==> src/rtl/blur_seq_pkg.sv <==
// Shared image-pipeline definitions: sequencer states, priming depth and the
// opaque-black reset pixel.
package blur_seq_pkg;

   typedef enum logic [1:0] {
      IDLE  = 2'd0,
      PRIME = 2'd1,
      RUN   = 2'd2,
      DONE  = 2'd3
   } fsm_state_e;

   localparam int          PRIME_TAPS   = 3;
   localparam logic [31:0] OPAQUE_BLACK = 32'hff000000;

   // Counter width able to hold the value n itself.
   function automatic int cnt_width(input int n);
      return $clog2(n) + 1;
   endfunction

endpackage

==> src/rtl/blur_seq_if.sv <==
// Bundle of control, pixel-stream and datapath signals around the blur sequencer.
// Streams: a beat transfers on a rising edge where valid && ready; valid never waits on ready.
interface blur_seq_if
   import blur_seq_pkg::*;
#(
   parameter int CW = 11,
   parameter int CH = 11
);
   logic          start;
   logic [2:0]    cfg_mode;
   logic [CW-1:0] cfg_width;
   logic [CH-1:0] cfg_height;

   logic          in_valid;
   logic [31:0]   in_data;
   logic          in_ready;

   logic          hb_en;
   logic [2:0]    hb_mode;
   logic [31:0]   hb_data;
   logic [31:0]   hb_blur;

   logic          out_valid;
   logic [31:0]   out_data;
   logic          out_ready;

   logic          busy;
   logic          done;
   fsm_state_e    dbg_state;

   modport slave (
      input  start, cfg_mode, cfg_width, cfg_height,
      input  in_valid, in_data, hb_blur, out_ready,
      output in_ready, hb_en, hb_mode, hb_data,
      output out_valid, out_data, busy, done, dbg_state
   );

   modport master (
      output start, cfg_mode, cfg_width, cfg_height,
      output in_valid, in_data, hb_blur, out_ready,
      input  in_ready, hb_en, hb_mode, hb_data,
      input  out_valid, out_data, busy, done, dbg_state
   );

endinterface

==> src/rtl/blur_seq.sv <==
// Frame sequencer for the horizontal blur datapath: primes the window with each
// row's first pixel, then streams pixels through the datapath with backpressure.
module blur_seq
   import blur_seq_pkg::*;
#(
   parameter int MAXW = 1024,
   parameter int MAXH = 1024
) (
   input  logic      clk,
   input  logic      n_rst,
   blur_seq_if.slave bus
);

   localparam int CW = cnt_width(MAXW);
   localparam int CH = cnt_width(MAXH);

   fsm_state_e    state_q, state_d;
   logic [CW-1:0] col_q, col_d;
   logic [CH-1:0] row_q, row_d;
   logic [1:0]    prime_q, prime_d;
   logic [2:0]    mode_q;
   logic [CW-1:0] width_q;
   logic [CH-1:0] height_q;
   logic          out_valid_q;
   logic [31:0]   out_data_q;

   logic          load_cfg;
   logic          accept;
   logic          in_ready_c;
   logic          hb_en_c;
   logic          done_c;

   always_comb begin
      state_d    = state_q;
      col_d      = col_q;
      row_d      = row_q;
      prime_d    = prime_q;
      load_cfg   = 1'b0;
      accept     = 1'b0;
      in_ready_c = 1'b0;
      hb_en_c    = 1'b0;
      done_c     = 1'b0;
      case (state_q)
         IDLE: begin
            if (bus.start) begin
               load_cfg = 1'b1;
               col_d    = '0;
               row_d    = '0;
               prime_d  = '0;
               if (bus.cfg_width != '0 && bus.cfg_height != '0) state_d = PRIME;
               else                                             state_d = DONE;
            end
         end
         PRIME: begin
            // The pixel is only peeked here; it is consumed later in RUN.
            if (bus.in_valid) begin
               hb_en_c = 1'b1;
               if (prime_q == 2'(PRIME_TAPS - 1)) begin
                  prime_d = '0;
                  state_d = RUN;
               end else begin
                  prime_d = prime_q + 2'd1;
               end
            end
         end
         RUN: begin
            in_ready_c = !out_valid_q || bus.out_ready;
            accept     = bus.in_valid && in_ready_c;
            if (accept) begin
               hb_en_c = 1'b1;
               if (col_q == width_q - CW'(1)) begin
                  col_d   = '0;
                  row_d   = row_q + CH'(1);
                  state_d = (row_q == height_q - CH'(1)) ? DONE : PRIME;
               end else begin
                  col_d = col_q + CW'(1);
               end
            end
         end
         DONE: begin
            if (!out_valid_q) begin
               done_c  = 1'b1;
               state_d = IDLE;
            end
         end
         default: state_d = IDLE;
      endcase
   end

   always_ff @(posedge clk or negedge n_rst) begin
      if (!n_rst) begin
         state_q     <= IDLE;
         col_q       <= '0;
         row_q       <= '0;
         prime_q     <= '0;
         mode_q      <= '0;
         width_q     <= '0;
         height_q    <= '0;
         out_valid_q <= 1'b0;
         out_data_q  <= OPAQUE_BLACK;
      end else begin
         state_q <= state_d;
         col_q   <= col_d;
         row_q   <= row_d;
         prime_q <= prime_d;
         if (load_cfg) begin
            mode_q   <= bus.cfg_mode;
            width_q  <= bus.cfg_width;
            height_q <= bus.cfg_height;
         end
         // Output register only changes on accept, so data holds during stalls.
         if (accept) begin
            out_valid_q <= 1'b1;
            out_data_q  <= bus.hb_blur;
         end else if (bus.out_ready) begin
            out_valid_q <= 1'b0;
         end
      end
   end

   assign bus.in_ready  = in_ready_c;
   assign bus.hb_en     = hb_en_c;
   assign bus.hb_data   = bus.in_data;
   assign bus.hb_mode   = (state_q == IDLE) ? 3'b000 : mode_q;
   assign bus.out_valid = out_valid_q;
   assign bus.out_data  = out_data_q;
   assign bus.busy      = (state_q != IDLE) && !done_c;
   assign bus.done      = done_c;
   assign bus.dbg_state = state_q;

endmodule

==> src/flat_wrapper.sv <==
// flat-port wrapper written by rule: the top's interface ports become plain ports
module blur_seq_flat import blur_seq_pkg::*;
#(
   parameter int MAXW = 1024,
   parameter int MAXH = 1024
)
  (clk, n_rst, bus_start, bus_cfg_mode, bus_cfg_width, bus_cfg_height, bus_in_valid, bus_in_data, bus_hb_blur, bus_out_ready, bus_in_ready, bus_hb_en, bus_hb_mode, bus_hb_data, bus_out_valid, bus_out_data, bus_busy, bus_done, bus_dbg_state);
  blur_seq_if bus_i ();
  input  logic clk;
  input  logic n_rst;
  input wire logic [$bits(bus_i.start)-1:0] bus_start;
  input wire logic [$bits(bus_i.cfg_mode)-1:0] bus_cfg_mode;
  input wire logic [$bits(bus_i.cfg_width)-1:0] bus_cfg_width;
  input wire logic [$bits(bus_i.cfg_height)-1:0] bus_cfg_height;
  input wire logic [$bits(bus_i.in_valid)-1:0] bus_in_valid;
  input wire logic [$bits(bus_i.in_data)-1:0] bus_in_data;
  input wire logic [$bits(bus_i.hb_blur)-1:0] bus_hb_blur;
  input wire logic [$bits(bus_i.out_ready)-1:0] bus_out_ready;
  output wire logic [$bits(bus_i.in_ready)-1:0] bus_in_ready;
  output wire logic [$bits(bus_i.hb_en)-1:0] bus_hb_en;
  output wire logic [$bits(bus_i.hb_mode)-1:0] bus_hb_mode;
  output wire logic [$bits(bus_i.hb_data)-1:0] bus_hb_data;
  output wire logic [$bits(bus_i.out_valid)-1:0] bus_out_valid;
  output wire logic [$bits(bus_i.out_data)-1:0] bus_out_data;
  output wire logic [$bits(bus_i.busy)-1:0] bus_busy;
  output wire logic [$bits(bus_i.done)-1:0] bus_done;
  output wire logic [$bits(bus_i.dbg_state)-1:0] bus_dbg_state;
  assign bus_i.start = bus_start;
  assign bus_i.cfg_mode = bus_cfg_mode;
  assign bus_i.cfg_width = bus_cfg_width;
  assign bus_i.cfg_height = bus_cfg_height;
  assign bus_i.in_valid = bus_in_valid;
  assign bus_i.in_data = bus_in_data;
  assign bus_i.hb_blur = bus_hb_blur;
  assign bus_i.out_ready = bus_out_ready;
  assign bus_in_ready = bus_i.in_ready;
  assign bus_hb_en = bus_i.hb_en;
  assign bus_hb_mode = bus_i.hb_mode;
  assign bus_hb_data = bus_i.hb_data;
  assign bus_out_valid = bus_i.out_valid;
  assign bus_out_data = bus_i.out_data;
  assign bus_busy = bus_i.busy;
  assign bus_done = bus_i.done;
  assign bus_dbg_state = bus_i.dbg_state;
  blur_seq #(.MAXW(MAXW), .MAXH(MAXH)) u_core (.clk(clk), .n_rst(n_rst), .bus(bus_i));
endmodule
==> config.mk <==
export PLATFORM = sky130hd
export DESIGN_NAME = blur_seq_flat
export DESIGN_NICKNAME = d
export VERILOG_FILES = /design/src/rtl/blur_seq_pkg.sv /design/src/rtl/blur_seq_if.sv /design/src/rtl/blur_seq.sv /design/src/flat_wrapper.sv
export SDC_FILE = /design/constraint.sdc
export NUM_CORES = 1
export LEC_CHECK = 0
export ABC_CLOCK_PERIOD_IN_PS = 3050
export CAP_MARGIN = 10
export CORE_MARGIN = 8
export CORE_UTILIZATION = 40
export CTS_CLUSTER_DIAMETER = 120
export DETAILED_ROUTE_END_ITERATION = 8
export DONT_BUFFER_PORTS = 1
export GPL_ROUTABILITY_DRIVEN = 0
export HOLD_SLACK_MARGIN = 0.15
export PLACE_DENSITY_LB_ADDON = 0.3
export SLEW_MARGIN = 20
export SYNTH_ARGS = -nofsm -noshare
export SYNTH_HDL_FRONTEND = slang
export SYNTH_SLANG_ARGS = --single-unit
==> constraint.sdc <==
create_clock -name clk -period 3.05 [get_ports clk]
set_input_delay 0.1525 -clock clk [delete_from_list [all_inputs] [get_ports clk]]
set_output_delay 0.1525 -clock clk [all_outputs]
set_load 0.05 [all_outputs]
# Yosys cells after proc, flatten, opt, wreduce, memory -nomap -nowiden
# Cells that the tools add are included.
[op_classes]
n_addsub = 5
eq_ne = 12
n_reduce_logical = 17
muxes = 32
[op_table]
columns = ["cell", "n"]
rows = [
  ["11-bit two-way mux", 5],
  ["11-bit one-hot mux with 2 select lines", 2],
  ["11-bit by 1-bit adder with 11-bit output (second input constant)", 2],
  ["11-bit equality test", 2],
  ["2-bit two-way mux", 11],
  ["11-bit nonzero test", 2],
  ["11-bit by 1-bit subtractor with 11-bit output (second input constant)", 2],
  ["1-bit two-way mux", 10],
  ["2-bit one-hot mux with 4 select lines", 1],
  ["2-bit nonzero test", 4],
  ["2-bit equality test (second input constant)", 3],
  ["2-bit by 1-bit != test with 1-bit output (second input constant)", 3],
  ["2-bit != test (second input constant)", 3],
  ["3-bit AND reduction", 2],
  ["6-bit AND reduction", 1],
  ["2-bit one-hot mux with 2 select lines", 1],
  ["4-bit AND reduction", 1],
  ["1-bit logical AND", 3],
  ["3-bit two-way mux", 1],
  ["2-bit by 1-bit adder with 2-bit output (second input constant)", 1],
  ["2-bit by 1-bit equality test with 1-bit output (second input constant)", 1],
  ["1-bit zero test", 2],
  ["2-bit zero test", 1],
  ["1-bit one-hot mux with 2 select lines", 1],
  ["1-bit logical OR", 1],
]
[totals]
word_cells = 75
out_inout_bits = 74
inputBits = 94
regBits = 84

# Depth between registers and ports, before layout
[depth]
word_depth = 6
depth_mapped = 11
depth_no_buf = 9

# Worst setup path before layout
# OpenSTA, ideal clock, no wires.
[synth_timing]
kind = "reg2reg"
start = "register u_core.width_q[0]"
end = "register u_core.state_q[1], in the netlist u_core.bus.dbg_state[1]"
setup_ns = 0.125
n_path_buf = 1
arrival_ns = 2.529
path_stages_with_launch = 11
period_less_slack_ns = 2.654
required_ns = 2.925
path_slack_ns = 0.396
path_cell_list = "dfrtp_1 > inv_1 > ha_1 > or3b_1 > nor3_1 > xnor2_1 > nor4_2 > a41oi_2 > buf_2 > nor3_1 > mux2_2"
[synth_between]
elab_chain_len = 4
[synth_lines]
columns = ["item", "line", "source"]
rows = [
  ["start, declared", "blur_seq.sv:22", "logic [CW-1:0] width_q;"],
  ["start signal, assigned", "blur_seq.sv:108", "width_q <= bus.cfg_width;"],
  ["11-bit by 1-bit subtractor with 11-bit output", "blur_seq.sv:71", "if (col_q == width_q - CW'(1)) begin"],
  ["11-bit equality test", "blur_seq.sv:71", ""],
  ["2-bit by 1-bit != test with 1-bit output (no line)", "--", ""],
  ["6-bit AND reduction (no line)", "--", ""],
  ["end signal, assigned", "blur_seq.sv:102", "state_q <= state_d;"],
  ["end, declared", "blur_seq.sv:17", "fsm_state_e state_q, state_d;"],
]
# No other way between the ends.
# A chain may end at the register's enable or synchronous reset.

# Worst setup path in the final report
[layout_timing]
start = "register u_core.width_q[0]"
end = "register u_core.row_q[10]"
[layout_between]
elab_chain_len = 4
[layout_lines]
columns = ["item", "line", "source"]
rows = [
  ["11-bit by 1-bit subtractor with 11-bit output", "blur_seq.sv:71", ""],
  ["11-bit equality test", "blur_seq.sv:71", ""],
  ["2-bit by 1-bit != test with 1-bit output (no line)", "--", ""],
  ["4-bit AND reduction (no line)", "--", ""],
  ["end signal, assigned", "blur_seq.sv:104", "row_q <= row_d;"],
  ["end, declared", "blur_seq.sv:19", "logic [CH-1:0] row_q, row_d;"],
]
# No other way between the ends.

==> results by group <==
Outcome
  – Status: complete, no violations

Critical path
  – R2R Path Start: u_core.width_q[0]
  – Worst Setup SP: u_core.width_q[0]
  – Worst Reg2Reg Path Length in Cells: 10
  – WP data arrival: 3090 ps
  – Capturing point of the worst reg2reg path: u_core.row_q[10]
  – Crit path capture type: register
  – Crit-path max FO: 19
  – Critical-path top delay cell: or4_1
  – Crit-path max cell delay: between 500 and 600 ps
  – Worst Setup Start Kind: register
  – Crit path to: u_core.row_q[10]
  – R2R setup slack: 230 ps
  – Cell breakdown of the critical path: inv_1, ha_1, or3b_1, nor3_1, xnor2_1, nor4_2, a41oi_2, buf_4, or4_1, a21oi_1
  – WS Path Type: register to register
  – CP required: about 3300 ps

Synth
  – Distinct cells, synth: 52
  – Post-Synthesis Cells: ~440
  – Yosys reg bits: between 80 and 90
  – Ys async rst share: 100%
  – Dominant synthesized flop cell: dfrtp_1
  – Post-synth EDFFs: 0
  – Seq/Total Area, Yosys: 45.8%
  – Syn. warnings: 0
  – Cell area after synthesis: about 4600 um2
  – Synth Net Count: around 540
  – Syn_area_per_cell: around 11 um2

Floorplan
  – Die Area: around 15000 um2
  – Die H: 123 um
  – Die width: roughly 120 um
  – I/O pins: ~170
  – Rows: 39
  – Core area: ~11000 um2
  – Initial Util: around two fifths

Routing
  – Routed Antenna Nets: 0
  – TritonRoute pass-1 iters: 4
  – Max layer used: met4
  – Drt total wl: about 11000 um
  – Via/cell ratio: about 5.5
  – DR WL met2: 5260 um
  – Vias: 3439
  – Iteration-0 DRC count of the detailed router: between 150 and 200
  – Met3 routed WL: 1140 um
  – Met1 WL: about 4600 um
  – Drt wl/cell: roughly 18 um
  – DR DRC count: 0

Finish
  – Fill cell count: about 1000
  – Fin util: 48.9%
  – Area Overhead vs Synth: 20.0%
  – Final #Nets: 580
  – Layout cell share with drive strength beyond 1: 23.2%
  – Antenna diodes: 0
  – Reg area: 2110 um2
  – Area of the multi-input gates: between 2000 and 2500 um2

Global route
  – Initial antenna violation count: 0
  – GRT Residual Overflow: 0
  – First-pass GRT wire length: between 15000 and 20000 um
  – Largest net degree at the start of global routing: 85
  – Vias in the first global route: between 3000 and 4000
  – GRT Total Usage: between 15 and 20%

Pwr
  – Peak VDD IR: about 0.79 mV
  – Leakage Power: ~2.3 nW
  – Power Density: roughly 1100 nW/um2
  – Overall Power: ~6 mW

Min path
  – HP Class: primary input to register
  – Hold path depth: 4
  – Hold Crit Start: bus_start

STA
  – Max Clock Skew: about 6.7 ps
  – Fin. max-slew vios: 0
  – Worst slew pin tran: approximately 1100 ps
  – Slew headroom: about 28%
  – Min Tclk post-route: between 2000 and 3000 ps
  – Setup TNS: 0 ps
  – Period Utilization, post-route: roughly 93%
  – Number of endpoints failing setup at the final stage: 0
  – Min Hold Slack: ~160 ps
  – Fmax: roughly 350 MHz
  – Final Hold Viols: 0
  – RSZ-0062 raised after global routing: false

Run
  – Max Cap Violations: 0

Placement
  – Buffers on Ports: 0
  – DPL Wire Length: between 7000 and 8000 um

Clock tree
  – Clk pin slew, worst setup/hold paths: approximately 60 ps
  – H-tree levels: 3
  – CTS sink cnt: 84
  – Setup Buffers After CTS: 0
  – Clk buf depth: 2
  – TritonCTS clock tree: built
  – Clk root buf: clkbuf_16
  – Num CTS Buffers: 9
  – Clock latency at the later pin of the worst-skew pair: around 340 ps
[worst max-delay path, delay by kind of cell, from the launching register on]
family / cells / cell delay [ps]
adders and majority gates: 1 / 150
buffers and inverters: 2 / 330
xor gates and xnor gates: 1 / 100
AOI/OAI and AO/OA: 2 / 390
and+or+nand+nor: 4 / 1350
DFF: 1 / 430
[cell families after synthesis]
kind of cell | after synthesis | synth area share, %
AND/OR/NAND/NOR | 127 | 15.6
flip-flops | 84 | 45.8
AO/OA/AOI/OAI | 66 | 9.05
buffers and inverters | 64 | 7.89
multiplexers | 60 | 14.6
XOR/XNOR | 26 | 4.93
adder cells (fa/ha/maj) | 8 | 2.17
[per-layer routing]
metal  vias to the layer above  GRT usage (%)
li1                       1613              -
met4                         0           8.13
met2                       150           24.5
met5                         -              0
met1                      1650           18.8
met3                        26           5.66
[synth_stat cells (all sizes together), types with 6 or more instances]
| master | instances | share of area (%) |
|---|---|---|
| ha | 8 | 2.2 |
| buf | 38 | 5.8 |
| nand2 | 27 | 2.2 |
| dfrtp | 76 | 41 |
| xnor2 | 16 | 3.0 |
| o21ai | 21 | 2.3 |
| or4 | 8 | 1.5 |
| dfstp | 8 | 4.6 |
| nor2 | 15 | 1.2 |
| nand3 | 19 | 2.1 |
| and3 | 6 | 0.81 |
| inv | 17 | 1.4 |
| nor4 | 10 | 1.8 |
| nand4 | 6 | 0.81 |
| a21oi | 19 | 2.1 |
| mux2 | 59 | 14 |
| nor3 | 8 | 0.98 |
| nor2b | 6 | 0.81 |
| clkbuf | 9 | 0.73 |
| or3 | 6 | 0.81 |
| xor2 | 10 | 1.9 |
[cell type report]
type                       count  area share, %
clock buffer                   9           4.07
clock inverter                 7           1.08
inverter                      17           1.15
multi-input combinational    287           38.6
sequential                    84           38.1
tap                          143           3.23
timing repair buffer          79           13.7
[cell usage in the layout, fill, tap and decap left out, types with 3 or more instances in the layout]
master | Yosys | final
dfrtp_1 | 76 | 76
mux2_2 | 59 | 59
dlygate4sd3_1 | 0 | 59
nand2_1 | 27 | 27
o21ai_0 | 21 | 21
nand3_1 | 19 | 19
a21oi_1 | 19 | 19
buf_4 | 32 | 19
inv_1 | 17 | 17
xnor2_1 | 16 | 16
nor2_1 | 15 | 15
xor2_1 | 10 | 10
clkbuf_16 | 0 | 9
nor4_1 | 8 | 8
ha_1 | 8 | 8
dfstp_2 | 8 | 8
nor3_1 | 7 | 7
nor2b_1 | 6 | 6
nand4_1 | 6 | 6
and3_1 | 6 | 6
or4_1 | 6 | 6
or3_1 | 6 | 6
o31ai_1 | 5 | 5
o22ai_1 | 5 | 5
nand2b_1 | 4 | 4
and2_1 | 4 | 4
clkinvlp_4 | 0 | 3
[stage by stage]
stage / std cells / setup slack, ps / instance area (um2)
6_report: 626 / 226 / 5540
2_1_floorplan: 435 / 396 / 4620
3_3_place_gp: 550 / 338 / 4640
5_1_grt: 626 / 23.4 / 5540
4_1_cts: 626 / 232 / 5540
3_5_place_dp: 550 / 211 / 4640
[flip-flops by register name, summed over array words and instances, names as in the netlist]
register / count
u_core.bus.out_data: 32
u_core.col_q: 11
u_core.height_q: 11
u_core.row_q: 11
u_core.width_q: 11
u_core.mode_q: 3
u_core.bus.dbg_state: 2
u_core.prime_q: 2
u_core.bus.out_valid: 1
[worst min path at each step]
stage                                   end
floorplan           u_core.bus.dbg_state[0]
global placement     u_core.bus.out_data[7]
detailed placement   u_core.bus.out_data[7]
CTS                       u_core.prime_q[1]
global route              u_core.prime_q[1]
finish                    u_core.prime_q[1]
[where the power goes]
part / internal [mW] / switching (mW)
clock: 0.564 / 0.483
combinational: 0.986 / 1.10
sequential: 1.60 / 1.27
total: 3.15 / 2.85
[what timing repair did]
action                                 4_1_cts  5_1_grt
gates resized for setup                      0        0
hold buffers                                60        0
endpoints found under the hold margin      142        0
No activity file was read; power rests on OpenSTA's default activity.
